--- src/rtl/red_pitaya_fads_pkg.sv ---
// Shared types and default widths for the FADS droplet sorter: detector and
// pulse-generator state encodings.
package red_pitaya_fads_pkg;

    localparam int FADS_WW = 16;  // droplet width counter / limits
    localparam int FADS_DW = 24;  // delay and pulse length
    localparam int FADS_CW = 32;  // event counters

    typedef enum logic {
        D_IDLE = 1'b0,
        D_IN   = 1'b1
    } det_state_e;

    typedef enum logic [1:0] {
        P_IDLE  = 2'd0,
        P_DELAY = 2'd1,
        P_FIRE  = 2'd2
    } pg_state_e;

endpackage

--- src/rtl/red_pitaya_fads_sorter_if.sv ---
// Link between the droplet detector and the pulse generator: sort request
// with its timing parameters one way, pulse and status counters the other.
interface red_pitaya_fads_sorter_if #(
    parameter int DW = 24,
    parameter int CW = 32
);
    // decision is a one-cycle strobe with no back-pressure; delay and pulse_len
    // qualify it in the same cycle. An idle slave accepts it, a busy one counts it missed.
    logic          decision;
    logic [DW-1:0] delay;
    logic [DW-1:0] pulse_len;
    logic          sort_trig;
    logic          busy;
    logic [CW-1:0] sorted_cnt;
    logic [CW-1:0] missed_cnt;

    modport master (
        output decision, delay, pulse_len,
        input  sort_trig, busy, sorted_cnt, missed_cnt
    );

    modport slave (
        input  decision, delay, pulse_len,
        output sort_trig, busy, sorted_cnt, missed_cnt
    );
endinterface

--- src/rtl/red_pitaya_fads_pulse_gen.sv ---
// Turns accepted sort decisions into one delayed, fixed-length trigger pulse
// and counts issued pulses and decisions dropped while busy.
module red_pitaya_fads_pulse_gen
    import red_pitaya_fads_pkg::*;
#(
    parameter int DW = FADS_DW,
    parameter int CW = FADS_CW
) (
    input  logic                       clk_i,
    input  logic                       rstn_i,
    red_pitaya_fads_sorter_if.slave    trig_if
);

    pg_state_e     state_q, state_d;
    logic [DW-1:0] cnt_q, cnt_d;
    logic [DW-1:0] len_q, len_d;
    logic [CW-1:0] sorted_q, sorted_d;
    logic [CW-1:0] missed_q, missed_d;
    logic [DW-1:0] req_len;

    always_ff @(posedge clk_i) begin
        if (!rstn_i) begin
            state_q  <= P_IDLE;
            cnt_q    <= '0;
            len_q    <= '0;
            sorted_q <= '0;
            missed_q <= '0;
        end else begin
            state_q  <= state_d;
            cnt_q    <= cnt_d;
            len_q    <= len_d;
            sorted_q <= sorted_d;
            missed_q <= missed_d;
        end
    end

    always_comb begin
        state_d  = state_q;
        cnt_d    = cnt_q;
        len_d    = len_q;
        sorted_d = sorted_q;
        missed_d = missed_q;
        // A zero length would give no pulse at all, so it is stretched to one cycle.
        req_len  = (trig_if.pulse_len == '0) ? DW'(1) : trig_if.pulse_len;

        unique case (state_q)
            P_IDLE: begin
                if (trig_if.decision) begin
                    len_d = req_len;
                    if (trig_if.delay == '0) begin
                        state_d  = P_FIRE;
                        cnt_d    = req_len;
                        sorted_d = sorted_q + 1'b1;
                    end else begin
                        state_d = P_DELAY;
                        cnt_d   = trig_if.delay;
                    end
                end
            end
            P_DELAY: begin
                if (cnt_q == DW'(1)) begin
                    state_d  = P_FIRE;
                    cnt_d    = len_q;
                    sorted_d = sorted_q + 1'b1;
                end else begin
                    cnt_d = cnt_q - 1'b1;
                end
            end
            P_FIRE: begin
                if (cnt_q == DW'(1)) begin
                    state_d = P_IDLE;
                end else begin
                    cnt_d = cnt_q - 1'b1;
                end
            end
            default: state_d = P_IDLE;
        endcase

        // Includes the edge on which FIRE returns to IDLE.
        if ((state_q != P_IDLE) && trig_if.decision) begin
            missed_d = missed_q + 1'b1;
        end
    end

    assign trig_if.sort_trig  = (state_q == P_FIRE);
    assign trig_if.busy       = (state_q != P_IDLE);
    assign trig_if.sorted_cnt = sorted_q;
    assign trig_if.missed_cnt = missed_q;

endmodule

--- src/rtl/red_pitaya_fads_sorter.sv ---
// Droplet sort decision stage on the CHA fluorescence signal: segments droplet
// events, measures peak and width, and requests a sort pulse for qualifying ones.
module red_pitaya_fads_sorter
    import red_pitaya_fads_pkg::*;
#(
    parameter int WW = FADS_WW,
    parameter int DW = FADS_DW,
    parameter int CW = FADS_CW
) (
    input  logic                adc_clk_i,
    input  logic                adc_rstn_i,
    input  logic signed [13:0]  adc_a_i,
    input  logic                enable_i,
    input  logic signed [13:0]  low_thr_i,
    input  logic signed [13:0]  sort_thr_i,
    input  logic [WW-1:0]       min_width_i,
    input  logic [WW-1:0]       max_width_i,
    input  logic [DW-1:0]       delay_i,
    input  logic [DW-1:0]       pulse_len_i,
    output logic                sort_trig_o,
    output logic                busy_o,
    output logic signed [13:0]  last_peak_o,
    output logic [WW-1:0]       last_width_o,
    output logic [CW-1:0]       droplet_cnt_o,
    output logic [CW-1:0]       sorted_cnt_o,
    output logic [CW-1:0]       missed_cnt_o
);

    det_state_e         d_state_q, d_state_d;
    logic signed [13:0] s_q, s_d;
    logic signed [13:0] peak_q, peak_d;
    logic signed [13:0] last_peak_q, last_peak_d;
    logic [WW-1:0]      width_q, width_d;
    logic [WW-1:0]      last_width_q, last_width_d;
    logic [CW-1:0]      droplet_cnt_q, droplet_cnt_d;
    logic               above;
    logic               width_ok;
    logic               decision;

    red_pitaya_fads_sorter_if #(.DW(DW), .CW(CW)) trig_if ();

    always_ff @(posedge adc_clk_i) begin
        if (!adc_rstn_i) begin
            d_state_q     <= D_IDLE;
            s_q           <= '0;
            peak_q        <= '0;
            last_peak_q   <= '0;
            width_q       <= '0;
            last_width_q  <= '0;
            droplet_cnt_q <= '0;
        end else begin
            d_state_q     <= d_state_d;
            s_q           <= s_d;
            peak_q        <= peak_d;
            last_peak_q   <= last_peak_d;
            width_q       <= width_d;
            last_width_q  <= last_width_d;
            droplet_cnt_q <= droplet_cnt_d;
        end
    end

    always_comb begin
        s_d           = adc_a_i;
        d_state_d     = d_state_q;
        peak_d        = peak_q;
        last_peak_d   = last_peak_q;
        width_d       = width_q;
        last_width_d  = last_width_q;
        droplet_cnt_d = droplet_cnt_q;
        decision      = 1'b0;
        above         = (s_q > low_thr_i);
        width_ok      = (width_q >= min_width_i) && (width_q <= max_width_i);

        unique case (d_state_q)
            D_IDLE: begin
                if (enable_i && above) begin
                    d_state_d = D_IN;
                    peak_d    = s_q;
                    width_d   = WW'(1);
                end
            end
            D_IN: begin
                if (!enable_i) begin
                    // Disabling mid-droplet throws the partial event away.
                    d_state_d = D_IDLE;
                end else if (above) begin
                    if (width_q != {WW{1'b1}}) width_d = width_q + 1'b1;
                    if (s_q > peak_q) peak_d = s_q;
                end else begin
                    d_state_d     = D_IDLE;
                    last_peak_d   = peak_q;
                    last_width_d  = width_q;
                    droplet_cnt_d = droplet_cnt_q + 1'b1;
                    decision      = (peak_q >= sort_thr_i) && width_ok;
                end
            end
            default: d_state_d = D_IDLE;
        endcase
    end

    assign trig_if.decision  = decision;
    assign trig_if.delay     = delay_i;
    assign trig_if.pulse_len = pulse_len_i;

    red_pitaya_fads_pulse_gen #(.DW(DW), .CW(CW)) u_pulse_gen (
        .clk_i   (adc_clk_i),
        .rstn_i  (adc_rstn_i),
        .trig_if (trig_if)
    );

    assign sort_trig_o   = trig_if.sort_trig;
    assign busy_o        = trig_if.busy;
    assign sorted_cnt_o  = trig_if.sorted_cnt;
    assign missed_cnt_o  = trig_if.missed_cnt;
    assign last_peak_o   = last_peak_q;
    assign last_width_o  = last_width_q;
    assign droplet_cnt_o = droplet_cnt_q;

endmodule

--- config.mk ---
export PLATFORM = sky130hd
export DESIGN_NAME = red_pitaya_fads_sorter
export DESIGN_NICKNAME = d
export VERILOG_FILES = /design/src/rtl/red_pitaya_fads_pkg.sv /design/src/rtl/red_pitaya_fads_sorter_if.sv /design/src/rtl/red_pitaya_fads_pulse_gen.sv /design/src/rtl/red_pitaya_fads_sorter.sv
export SDC_FILE = /design/constraint.sdc
export NUM_CORES = 1
export LEC_CHECK = 0
export CELL_PAD_IN_SITES_DETAIL_PLACEMENT = 1
export CELL_PAD_IN_SITES_GLOBAL_PLACEMENT = 2
export CORE_MARGIN = 1.5
export CORE_UTILIZATION = 30
export DETAILED_ROUTE_END_ITERATION = 12
export GPL_TIMING_DRIVEN = 0
export HOLD_SLACK_MARGIN = 0.02
export PLACE_DENSITY_LB_ADDON = 0.3
export SETUP_SLACK_MARGIN = 0.3
export SYNTH_ARGS = -nofsm -noshare
export SYNTH_HDL_FRONTEND = slang
export SYNTH_SLANG_ARGS = --single-unit
--- constraint.sdc ---
create_clock -name adc_clk_i -period 3.48 [get_ports adc_clk_i]
set_input_delay 0.522 -clock adc_clk_i [delete_from_list [all_inputs] [get_ports adc_clk_i]]
set_output_delay 0.522 -clock adc_clk_i [all_outputs]
set_load 0.02 [all_outputs]
# --- After elaboration in Yosys (flattened, before gate mapping) ---
# Cells that the tools add are included.
op_classes:
  add_sub_neg: 5
  order_cmp: 5
  eq_ne: 14
  n_mux: 32
  bitwise: 2
  n_reduce_logical: 17
ops:
  columns: ["op", "count"]
  rows:
  - ["24-bit 2-to-1 mux", 5]
  - ["32-bit by 1-bit adder with 32-bit output, second input constant", 3]
  - ["32-bit 2-to-1 mux", 3]
  - ["24-bit one-hot mux with 3 select lines", 1]
  - ["16-bit 2-to-1 mux", 4]
  - ["32-bit one-hot mux with 2 select lines", 1]
  - ["14-bit 2-to-1 mux", 4]
  - ["24-bit zero test", 2]
  - ["16-bit one-hot mux with 2 select lines", 1]
  - ["14-bit greater-than comparator", 2]
  - ["14-bit one-hot mux with 2 select lines", 1]
  - ["24-bit by 1-bit == test with 1-bit output, second input constant", 1]
  - ["24-bit by 1-bit subtractor with 24-bit output, second input constant", 1]
  - ["16-bit by 1-bit adder with 16-bit output, second input constant", 1]
  - ["16-bit >= comparator", 1]
  - ["16-bit <= comparator", 1]
  - ["16-bit != test, second input constant", 1]
  - ["14-bit >= comparator", 1]
  - ["2-bit by 1-bit != test with 1-bit output, second input constant", 7]
  - ["4-bit AND reduction", 3]
  - ["3-bit AND reduction", 3]
  - ["2-bit 2-to-1 mux", 4]
  - ["1-bit 2-to-1 mux", 6]
  - ["2-bit != test, second input constant", 3]
  - ["other kinds (10)", 15]
word_totals:
  reg_bits: 221
  input_bits: 125

# --- Depth between registers and ports, before layout ---
logic_depth:
  ltp_word: 8
  ltp_mapped: 13
  depth_no_buf: 10

# --- Cells and area by module ---
# From an unflattened synthesis, not the netlist that was laid out.
hier_totals:
  hier_cells: 1570
  area_unflattened_um2: 12733.5
by_module_without_submodules:
  columns: ["module", "n_inst", "cells_each", "area_each_um2", "seq_area_each_um2"]
  rows:
  - ["red_pitaya_fads_sorter", 1, 774, 6515.0, 2142.1]
  - ["red_pitaya_fads_pulse_gen", 1, 796, 6218.5, 2282.2]

# --- Least setup slack after synthesis ---
# OpenSTA, ideal clock, no wires.
synth_path:
  path_kind: "input port to flip-flop"
  start: "in sort_thr_i[0]"
  end: "reg u_pulse_gen.sorted_q[1] (netlist: u_pulse_gen.trig_if.sorted_cnt[1])"
  setup_ns: 0.128
  t_arrival_ns: 2.962
  slack_ns: 0.390
  cell_stages: 11
  path_cell_list: "ha_1 > nand2b_1 > a21o_1 > a21o_1 > a2111oi_0 > o41a_1 > o41a_4 > clkbuf_1 > clkbuf_1 > mux2i_1 > nor2_1"
synth_between:
  elab_chain_len: 7
synth_lines:
  columns: ["element", "line_no", "text"]
  rows:
  - ["start: declaration", "red_pitaya_fads_sorter.sv:15", "input logic signed [13:0] sort_thr_i,"]
  - ["14-bit >= comparator", "red_pitaya_fads_sorter.sv:94", "decision = (peak_q >= sort_thr_i) && width_ok;"]
  - ["1-bit logical AND", "red_pitaya_fads_sorter.sv:94", null]
  - ["1-bit 2-to-1 mux", "red_pitaya_fads_sorter.sv:86", "end else if (above) begin"]
  - ["1-bit 2-to-1 mux", "red_pitaya_fads_sorter.sv:83", "if (!enable_i) begin"]
  - ["1-bit 2-to-1 mux", "red_pitaya_fads_sorter.sv:74", "unique case (d_state_q)"]
  - ["2-bit by 1-bit != test with 1-bit output (no source line)", null, null]
  - ["4-bit AND reduction (no source line)", null, null]
  - ["end signal: assignment", "red_pitaya_fads_pulse_gen.sv:32", "sorted_q <= sorted_d;"]
  - ["end: declaration", "red_pitaya_fads_pulse_gen.sv:17", "logic [CW-1:0] sorted_q, sorted_d;"]
# No other way between the ends.
# A chain may end at the register's enable or synchronous reset.

# --- Worst setup path after layout ---
layout_path:
  start: "in sort_thr_i[11]"
  end: "reg u_pulse_gen.sorted_q[8] (netlist: u_pulse_gen.trig_if.sorted_cnt[8])"
# Same word-level chain as after synthesis.

==> impl_results.md <==
* # setup viols final at 0
* WS Path Type: input port to flop
* Seq cells post-synth at 221
* Power Total at approximately 7 mW
* Max FO, Critical Path at 5
* Avg Cell Area, Syn at 8.06 sq um
* DR WL/cell at roughly 19 um
* Post-synth ARST share at 0%
* Max stage delay on crit path at 0.54 ns
* Power per standard cell area at just under 400 nW/um^2
* Final TNS setup at 0 ns
* Syn nets at roughly 1.7k
* Remaining DRCs at 0
* Clk slew on worst S/H paths at about 0.06 ns
* Maximum vdd drop at 0.000283 V
* Drt pass-1 iters at 4
* Seq/Total Area, Yosys at between 30% and 40%
* Clock Skew at 0.0142 ns
* Number of global-route vias before repair at approximately 13k
* Core area at between 30000 and 40000 sq um
* ANT nets after route at 0
* Slew headroom at between 30% and 40%
* Largest cells by area after synthesis: dfxtp_1 (36%), ha_1 (8.5%), a21oi_1 (6.6%)
* Inst Count DP at ~2.3k
* Syn. warnings at 0
* Min Hold Slack at 0.456 ns
* I/O pins at 253
* Synth area leader: dfxtp_1
* Congestion Overflow GR at 0
* All-Layer GR Usage at a little over a fifth
* Die width at 205 um
* Buffers added on ports at between 200 and 300
* Util after Layout at 43.6%
* DPL Wire Length at between 30000 and 40000 um
* Post-synth design cell area at ~12000 sq um
* Arr. time, crit path at between 3 and 4 ns
* Pre-CTS WS at -1.20 ns
* Placement Cell Area at roughly 15000 sq um
* Final Routed Wirelength at 45000 um
* Routability congestion estimate at 0.829
* Initial cell density of the core at about 30%
* Clock sink count at ~220
* Rows at 73
* Setup crit start kind: input port
* Worst skew pair latency at 0.55 ns
* Synth-to-Final Area Change at 42.5%
* Post-synthesis cell type count at 58
* Drt via density at 5.20
* Number of synthesized flops with an enable pin at 0
* Max frequency at 320 MHz
* Max-slew violation count at 0
* Share of the synthesized area in the top cell type at 36.3%
* Final Cell Area at 17400 sq um
* Non-filler cells, final at 2366
* Clock Tree Buf Depth at 3
* Final worst slack at around 0.35 ns
* Fin crit share at about nine tenths
* DR vias at around 12k
* Number of max-cap violations at 0
* Leak at 6.51 nW
* CTS Buf Count at 28
* CTS tree: done
* CP Capture Type: flop
* Most used DFF post-synth: dfxtp_1
* First-pass GRT wire length at between 60000 and 70000 um
* Die Ht at roughly 200 um
* Minimum clock period after layout at between 3 and 4 ns
* Iter 0 DRT Violations at between 400 and 500
* CP required at 3.96 ns
* Die area at approximately 42000 sq um
* Outcome: finished clean
* Layout Nets at between 2k and 2.5k
* RSZ-0062 raised after global routing: yes
* Measured slew at the worst slew-check pin at around 0.91 ns
* Hold Path Class: flop to flop
* Critical path's slowest cell: o41a_4
* Final hold vios at 0
* H-tree Lvls at 1
* Cells along the critical path: clkdlybuf4s50_1 -> inv_1 -> ha_4 -> and4_4 -> nand2_4 -> o211ai_1 -> mux2i_2 -> o41a_1 -> o41a_4 -> buf_12 -> or4_1 -> a21oi_1
* Post-Syn Instances at around 1.5k
* Antenna violations before repair at 2
* Share of post-route cells with drive strength above 1 at 10.8%
* Largest net degree at the start of global routing at 14
* Root Buffer: clkbuf_16
[area by class of cell]
class                           count  area, sq um
Clock inverter                     20          295
Timing Repair Buffer              275         2750
Fill cell                        4730        22500
Inverter                          105          394
Multi-Input combinational cell   1106         7680
Sequential cell                   221         4440
Antenna cell                        1         2.50
Clock buffer                       32          767
Buffer                             81          400
Tap cell                          525          657
[sequential cells by signal, indices dropped and copies added (netlist names)]
register	flops
u_pulse_gen.trig_if.sorted_cnt	32
s_q	14
u_pulse_gen.len_q	24
d_state_q	1
u_pulse_gen.cnt_q	24
width_q	16
u_pulse_gen.trig_if.missed_cnt	32
last_width_o	16
peak_q	14
droplet_cnt_o	32
last_peak_o	14
u_pulse_gen.state_q	2
[worst paths after layout]
path / depth (start not counted) / slack (ns) / to / startpoint
worst max-delay path: 12 / 0.35 / u_pulse_gen.trig_if.sorted_cnt[8] / sort_thr_i[11]
worst min-delay path: 2 / 0.46 / last_peak_o[0] / last_peak_o[0]
worst max register to register: 8 / 0.39 / u_pulse_gen.trig_if.sorted_cnt[8] / u_pulse_gen.cnt_q[17]
worst min register to register: 2 / 0.46 / last_peak_o[0] / last_peak_o[0]
[layer usage]
layer / GRT usage (%) / part of all wire, % / wire length [um] / vias up
li1: - / - / - / 6051
met1: 27.7 / 46 / 20900 / 6003
met2: 35.5 / 48 / 21400 / 205
met3: 2.78 / 3.9 / 1730 / 56
met4: 4.70 / 2.1 / 925 / 0
met5: 0 / 0 / 0 / -
[critical path: cells and delay by family]
family | cells | cell delay [ns]
AO/OA/AOI/OAI | 4 | 1.12
adder cells (fa/ha/maj) | 1 | 0.27
buffers and inverters | 3 | 0.75
multiplexers | 1 | 0.11
AND/OR/NAND/NOR | 3 | 0.81
[cells by family after synthesis]
| group | count (synthesis) | synth area share [%] |
|---|---|---|
| muxes | 42 | 3.45 |
| adders and majority gates | 83 | 8.51 |
| xor gates and xnor gates | 57 | 4.09 |
| and+or+nand+nor | 552 | 23.4 |
| buffers and inverters | 186 | 5.91 |
| AOI/OAI and AO/OA | 372 | 18.4 |
| DFF | 221 | 36.3 |
[cells in the mapped netlist, types with 13 or more instances]
cell type	instances
mux2i_1	42
clkbuf_1	72
or4_1	31
xor2_1	31
o31ai_1	33
o21ai_0	72
dfxtp_1	221
nand3_1	67
nor3_1	13
inv_1	104
a22oi_1	21
ha_1	83
nor2_1	86
nand2_1	163
a21o_1	17
a211oi_1	25
xnor2_1	26
or3_1	43
and2_1	23
a21oi_1	160
nand4_1	45
nor4_1	21
and3_1	26
[cell usage in the layout, fill, tap and decap left out, types with 10 or more instances in the layout]
cell type,Yosys,routed
or3_1,43,41
dfxtp_1,221,211
a21oi_2,0,10
nor4_1,21,19
o21ai_0,72,68
and3_1,26,25
o31ai_1,33,21
inv_1,104,94
xor2_1,31,31
nor2_1,86,83
ha_1,83,69
nand4_1,45,45
and2_1,23,23
inv_2,1,11
ha_4,0,14
clkbuf_1,72,56
or4_1,31,28
xnor2_1,26,26
clkbuf_16,0,29
nand3_1,67,65
a22oi_1,21,21
nand2_1,163,161
buf_4,0,24
a21oi_1,160,150
a211oi_1,25,25
dlymetal6s2s_1,0,12
clkdlybuf4s50_1,0,240
nor3_1,13,12
mux2i_1,42,41
a21o_1,17,16
[power breakdown]
group	switching (mW)	internal (mW)	total (mW)
Combinational	0.551	0.421	0.972
Clock	1.23	2.10	3.33
Sequential	0.0511	2.57	2.62
Total	1.83	5.09	6.92
[what timing repair did]
item                                    in CTS  in global routing
gates cloned                                 1                  0
endpoints found under the hold margin        0                  0
buffers inserted                            10                 12
endpoints found under the setup margin     187                158
gates resized for setup                     59                119
pin swaps                                   19                 38
hold buffers                                 0                  0
No activity file was read; power rests on OpenSTA's default activity.
